File: src/rtl/multichunk_adder_ctrl.sv
// Sequential WIDTH-bit adder that processes one CHUNK-bit slice per clock.
// Optional macro OVERFLOW_DETECT_EN adds the signed-overflow output OVF.
module multichunk_adder_ctrl #(
   parameter int WIDTH = 64,
   parameter int CHUNK = 16
) (
   input  logic             clk,
   input  logic             rst,
   input  logic             start,
   input  logic [WIDTH-1:0] A,
   input  logic [WIDTH-1:0] B,
   input  logic             Cin,
   output logic [WIDTH-1:0] S,
   output logic             Cout,
`ifdef OVERFLOW_DETECT_EN
   output logic             OVF,
`endif
   output logic             busy,
   output logic             done
);

   localparam int N    = WIDTH / CHUNK;
   localparam int IDXW = (N > 1) ? $clog2(N) : 1;
   localparam logic [IDXW-1:0] IDX_LAST = IDXW'(N - 1);

   localparam logic [1:0] ST_IDLE = 2'd0;
   localparam logic [1:0] ST_RUN  = 2'd1;
   localparam logic [1:0] ST_DONE = 2'd2;

   logic [1:0]       state_q, state_d;
   logic [WIDTH-1:0] a_q, a_d;
   logic [WIDTH-1:0] b_q, b_d;
   logic [WIDTH-1:0] s_q, s_d;
   logic             carry_q, carry_d;
   logic             cout_q, cout_d;
   logic [IDXW-1:0]  idx_q, idx_d;
`ifdef OVERFLOW_DETECT_EN
   logic             ovf_q, ovf_d;
`endif

   logic [CHUNK-1:0] a_chunk_s;
   logic [CHUNK-1:0] b_chunk_s;
   logic [CHUNK:0]   csum_s;

   // Mux-free slice select: OR together every slice gated by its index match.
   always_comb begin
      a_chunk_s = '0;
      b_chunk_s = '0;
      for (int i = 0; i < N; i++) begin
         a_chunk_s = a_chunk_s | (a_q[i*CHUNK +: CHUNK] & {CHUNK{idx_q == IDXW'(i)}});
         b_chunk_s = b_chunk_s | (b_q[i*CHUNK +: CHUNK] & {CHUNK{idx_q == IDXW'(i)}});
      end
      csum_s = {1'b0, a_chunk_s} + {1'b0, b_chunk_s} + {{CHUNK{1'b0}}, carry_q};
   end

   // Next-state and datapath update.
   always_comb begin
      state_d = state_q;
      a_d     = a_q;
      b_d     = b_q;
      s_d     = s_q;
      carry_d = carry_q;
      cout_d  = cout_q;
      idx_d   = idx_q;
`ifdef OVERFLOW_DETECT_EN
      ovf_d   = ovf_q;
`endif
      case (state_q)
         ST_IDLE, ST_DONE: begin
            if (start) begin
               a_d     = A;
               b_d     = B;
               carry_d = Cin;
               s_d     = '0;
               cout_d  = 1'b0;
               idx_d   = '0;
`ifdef OVERFLOW_DETECT_EN
               ovf_d   = 1'b0;
`endif
               state_d = ST_RUN;
            end else begin
               state_d = ST_IDLE;
            end
         end
         ST_RUN: begin
            for (int i = 0; i < N; i++) begin
               s_d[i*CHUNK +: CHUNK] = (idx_q == IDXW'(i)) ? csum_s[CHUNK-1:0]
                                                         : s_q[i*CHUNK +: CHUNK];
            end
            carry_d = csum_s[CHUNK];
            if (idx_q == IDX_LAST) begin
               cout_d  = csum_s[CHUNK];
`ifdef OVERFLOW_DETECT_EN
               // Same-sign operands producing an opposite-sign result.
               ovf_d   = (a_q[WIDTH-1] == b_q[WIDTH-1]) && (csum_s[CHUNK-1] != a_q[WIDTH-1]);
`endif
               state_d = ST_DONE;
            end else begin
               idx_d   = idx_q + IDXW'(1);
            end
         end
         default: begin
            state_d = ST_IDLE;
         end
      endcase
   end

   // State and datapath registers.
   always_ff @(posedge clk or posedge rst) begin
      if (rst) begin
         state_q <= ST_IDLE;
         a_q     <= '0;
         b_q     <= '0;
         s_q     <= '0;
         carry_q <= 1'b0;
         cout_q  <= 1'b0;
         idx_q   <= '0;
`ifdef OVERFLOW_DETECT_EN
         ovf_q   <= 1'b0;
`endif
      end else begin
         state_q <= state_d;
         a_q     <= a_d;
         b_q     <= b_d;
         s_q     <= s_d;
         carry_q <= carry_d;
         cout_q  <= cout_d;
         idx_q   <= idx_d;
`ifdef OVERFLOW_DETECT_EN
         ovf_q   <= ovf_d;
`endif
      end
   end

   assign S    = s_q;
   assign Cout = cout_q;
   assign busy = (state_q == ST_RUN);
   assign done = (state_q == ST_DONE);
`ifdef OVERFLOW_DETECT_EN
   assign OVF  = ovf_q;
`endif

endmodule

File: config.mk
export PLATFORM = sky130hd
export DESIGN_NAME = multichunk_adder_ctrl
export DESIGN_NICKNAME = d
export VERILOG_FILES = /design/src/rtl/multichunk_adder_ctrl.sv
export SDC_FILE = /design/constraint.sdc
export NUM_CORES = 1
export LEC_CHECK = 0
export CORE_UTILIZATION = 40
export CTS_BUF_LIST = sky130_fd_sc_hd__clkbuf_8
export CTS_CLUSTER_DIAMETER = 80
export DETAILED_ROUTE_END_ITERATION = 8
export PLACE_DENSITY = 0.65
export SLEW_MARGIN = 20
export SYNTH_ARGS = -nofsm -noshare
export SYNTH_HDL_FRONTEND = slang
export SYNTH_SLANG_ARGS = --single-unit
File: constraint.sdc
create_clock -name clk -period 7.7 [get_ports clk]
set_input_delay 1.54 -clock clk [delete_from_list [all_inputs] [get_ports clk]]
set_output_delay 1.54 -clock clk [all_outputs]
set_load 0.02 [all_outputs]
==> run metrics <==
ant diodes 0; # rows 54; ranking of synthesized cells by area dfrtp_1 (56%), nand2_1 (20%), a22oi_1 (5.0%), o21ai_0 (3.0%), ha_1 (2.7%); NetSw 2.54 mW; pin slew with the least headroom to its limit 996 ps; DRC Markers 0; die width approximately 150 um; DP HPWL about 18000 um; cell area power density 474 nW/um^2; Fmax roughly 240 MHz; placed cell count 1438; dominant cell type by area after synthesis dfrtp_1; CP max stage delay 610 ps; H-tree levels 4; Critical-path top delay cell ha_1; TNS Setup 0 ps; Post-Syn Area 8920 um^2; Worst Setup Start Kind flop; vias in the first global route 7172; FF+latch count, synth between 150 and 200; remaining antenna violation count 0; crit-path cells inv_1 > ha_1 > buf_4 > a221oi_1 > fa_1 > fa_1 > nor2b_1 > o2111ai_1 > a21oi_1 > nor2_1 > a221oi_1 > o21ai_0; post-synth cell types 43; Setup Viol. Count Final 0; max-slew violation count 0; Worst Skew approximately 16 ps; Pint 2.92 mW; Crit. End Element flop; crit path buf inv count 2; worst-path maximum fanout 23; EDFF count, synth 0; DR pass1 iterations 5; setup bufs post-CTS 0; Synth warnings 0; CP delay by family, top adder cells; final wirelength 25500 um; Vias 7524; Seq/Total Area, Yosys 55.5%; worst vdd ir 187 uV; Final Core Density 52.7%; Core Footprint 21800 um^2; Min-Delay Path Class reg -> reg; area grow syn2layout 29.0%; Area after DPL 11100 um^2; TritonCTS buffer count 17; clock slew seen by the registers of the worst setup and hold paths 100 ps; Leak 5.60 nW; Multi-input gate area 3690 um^2; clock group share of total power roughly an eighth; Clk Latency, worst-skew pair 470 ps; largest net degree at the start of global routing 144; CTS tree yes; cell count after synthesis 1010; FF+latch area 4950 um^2; Worst EP required 8030 ps; Min Clock Period, post-route 4230 ps; sequential share of power 32.7%; Die Area 22900 um^2; share of cells above drive strength 1 4.71%; ratio of final minimum period to clock period 54.9%; ys flop type dfrtp_1; Root Driver clkbuf_8; io pins a little under 200; starting density of the core 40.9%; switching share of power 46.5%; final hold viol count 0; initial antenna violation count 0; syn avg cell area slightly below 9 um^2; Non-Filler Instances 1470; max-capacitance violation count 0; gr ovfl total 0; number of hold buffers added after cts 0; Yosys top cell area share 55.5%; Filler Cell Count 2064; post-CTS resize count 0; finished layout cell area 11500 um^2; Worst EP arrival 4560 ps; starting DRC count in detailed routing 658; clock sinks 198; Vias/cell 5.12; final RePlAce weighted congestion around 0.87; Min Hold Slack 484 ps; Synth async-reset ratio 100%; WL per Instance 17.4 um; GRT Overall Usage 23.3%; fin nets 1330; Slew HR about a third; status finished, final reports clean; wire length of the first global-routing pass 39700 um; syn_nets 1163; Setup Crit Path Kind reg -> reg; DIE HEIGHT 151 um; Comb pwr share 54.8%; RSZ-0062 raised after global routing no; PortBufs 198; deepest clock path buffer count 2
layer usage:
| metal | global-route usage [%] | wire length (um) | part of all wire (%) |
|---|---|---|---|
| met5 | 0 | 0 | 0 |
| met4 | 7.90 | 541 | 2.1 |
| met3 | 3.55 | 1460 | 5.7 |
| met2 | 34.4 | 11300 | 44 |
| met1 | 34.5 | 12200 | 48 |
sequential cells by signal (all words and copies together), names as in the netlist:
signal / flops
b_q: 64
a_q: 64
state_q: 2
S: 64
idx_q: 2
Cout: 1
carry_q: 1
stage by stage:
| step | total power [mW] | setup slack (ps) |
|---|---|---|
| 5_1_grt | 5.89 | 3210 |
| 6_report | 5.45 | 3470 |
| 4_1_cts | 5.46 | 3450 |
| 3_3_place_gp | 4.72 | 3530 |
| 3_5_place_dp | 4.77 | 3470 |
| 2_1_floorplan | 3.72 | 763 |
power groups by stage:
stage	logic [mW]	clock network, mW	registers (mW)
final	2.99	0.682	1.78
after detailed placement	2.97	0	1.80
after floorplan	1.85	0	1.87
after CTS	2.98	0.695	1.78
after global routing	3.31	0.738	1.84
after global placement	2.93	0	1.79
cell usage after synthesis (2+ instances only):
| master | count |
|---|---|
| nor3_1 | 2 |
| nand3_1 | 22 |
| inv_1 | 11 |
| buf_4 | 2 |
| nor2_1 | 12 |
| a221oi_1 | 3 |
| and3_1 | 2 |
| and2_1 | 3 |
| nand2b_1 | 5 |
| xnor2_1 | 6 |
| xor2_1 | 5 |
| fa_1 | 2 |
| nand4_1 | 3 |
| a22o_1 | 20 |
| o211ai_1 | 3 |
| o21ai_0 | 53 |
| o21a_1 | 5 |
| o22ai_1 | 2 |
| nor2b_1 | 5 |
| o41ai_2 | 2 |
| nand2_1 | 465 |
| a22oi_1 | 60 |
| dfrtp_1 | 198 |
| a21oi_1 | 22 |
| o21bai_1 | 2 |
| ha_1 | 19 |
| clkbuf_1 | 50 |
| buf_2 | 8 |
| or3_1 | 3 |
| a31o_2 | 2 |
cell type report:
class	count	share of cell area (%)
flip-flops and latches	198	43.0
inverters	12	0.457
repair buffers	209	17.9
multi-input cells	739	32.1
clock buffers	18	2.15
well taps	280	3.04
clock inverters	14	1.29
path summary, 6_finish.rpt:
check | slack, ps | cells after the start | to | startpoint
max | 3470 | 12 | S[60] | idx_q[0]
min | 480 | 2 | b_q[38] | b_q[38]
max reg2reg | 3470 | 12 | S[60] | idx_q[0]
min reg2reg | 480 | 2 | b_q[38] | b_q[38]
max in group asynchronous | 4670 | 3 | b_q[63] | rst
min in group asynchronous | 1670 | 2 | S[20] | rst
worst register-to-register path, stage by stage, from the launching register on:
cell	delay, ps
dfrtp_1	440
inv_1	100
ha_1	610
buf_4	420
a221oi_1	150
fa_1	470
fa_1	440
nor2b_1	210
o2111ai_1	160
a21oi_1	340
nor2_1	90
a221oi_1	480
o21ai_0	180
cell families (layout without fill, tap and decap cells):
family	count (synthesis)	count (layout)	share of synthesized area (%)
flip-flops	198	198	55.5
buffers and inverters	73	253	3.27
AO/OA/AOI/OAI	182	182	13.8
XOR/XNOR	11	11	1.08
adder cells (fa/ha/maj)	21	21	3.11
AND/OR/NAND/NOR	525	525	23.2
cells in the final DEF (no fill, tap or decap), drive strengths merged, types with 2 or more instances in the layout:
cell	count
a21o	2
a21oi	23
a221oi	3
a22o	21
a22oi	60
a31o	2
and2	3
and3	2
buf	11
bufinv	2
clkbuf	18
clkdlybuf4s50	198
clkinv	9
dfrtp	198
fa	2
ha	19
inv	15
nand2	465
nand2b	5
nand3	22
nand4	3
nor2	13
nor2b	5
nor3	2
o211ai	3
o21a	5
o21ai	54
o21bai	2
o22ai	2
o41ai	2
or3	3
xnor2	6
xor2	5
Power figures use the tool's default switching activity.
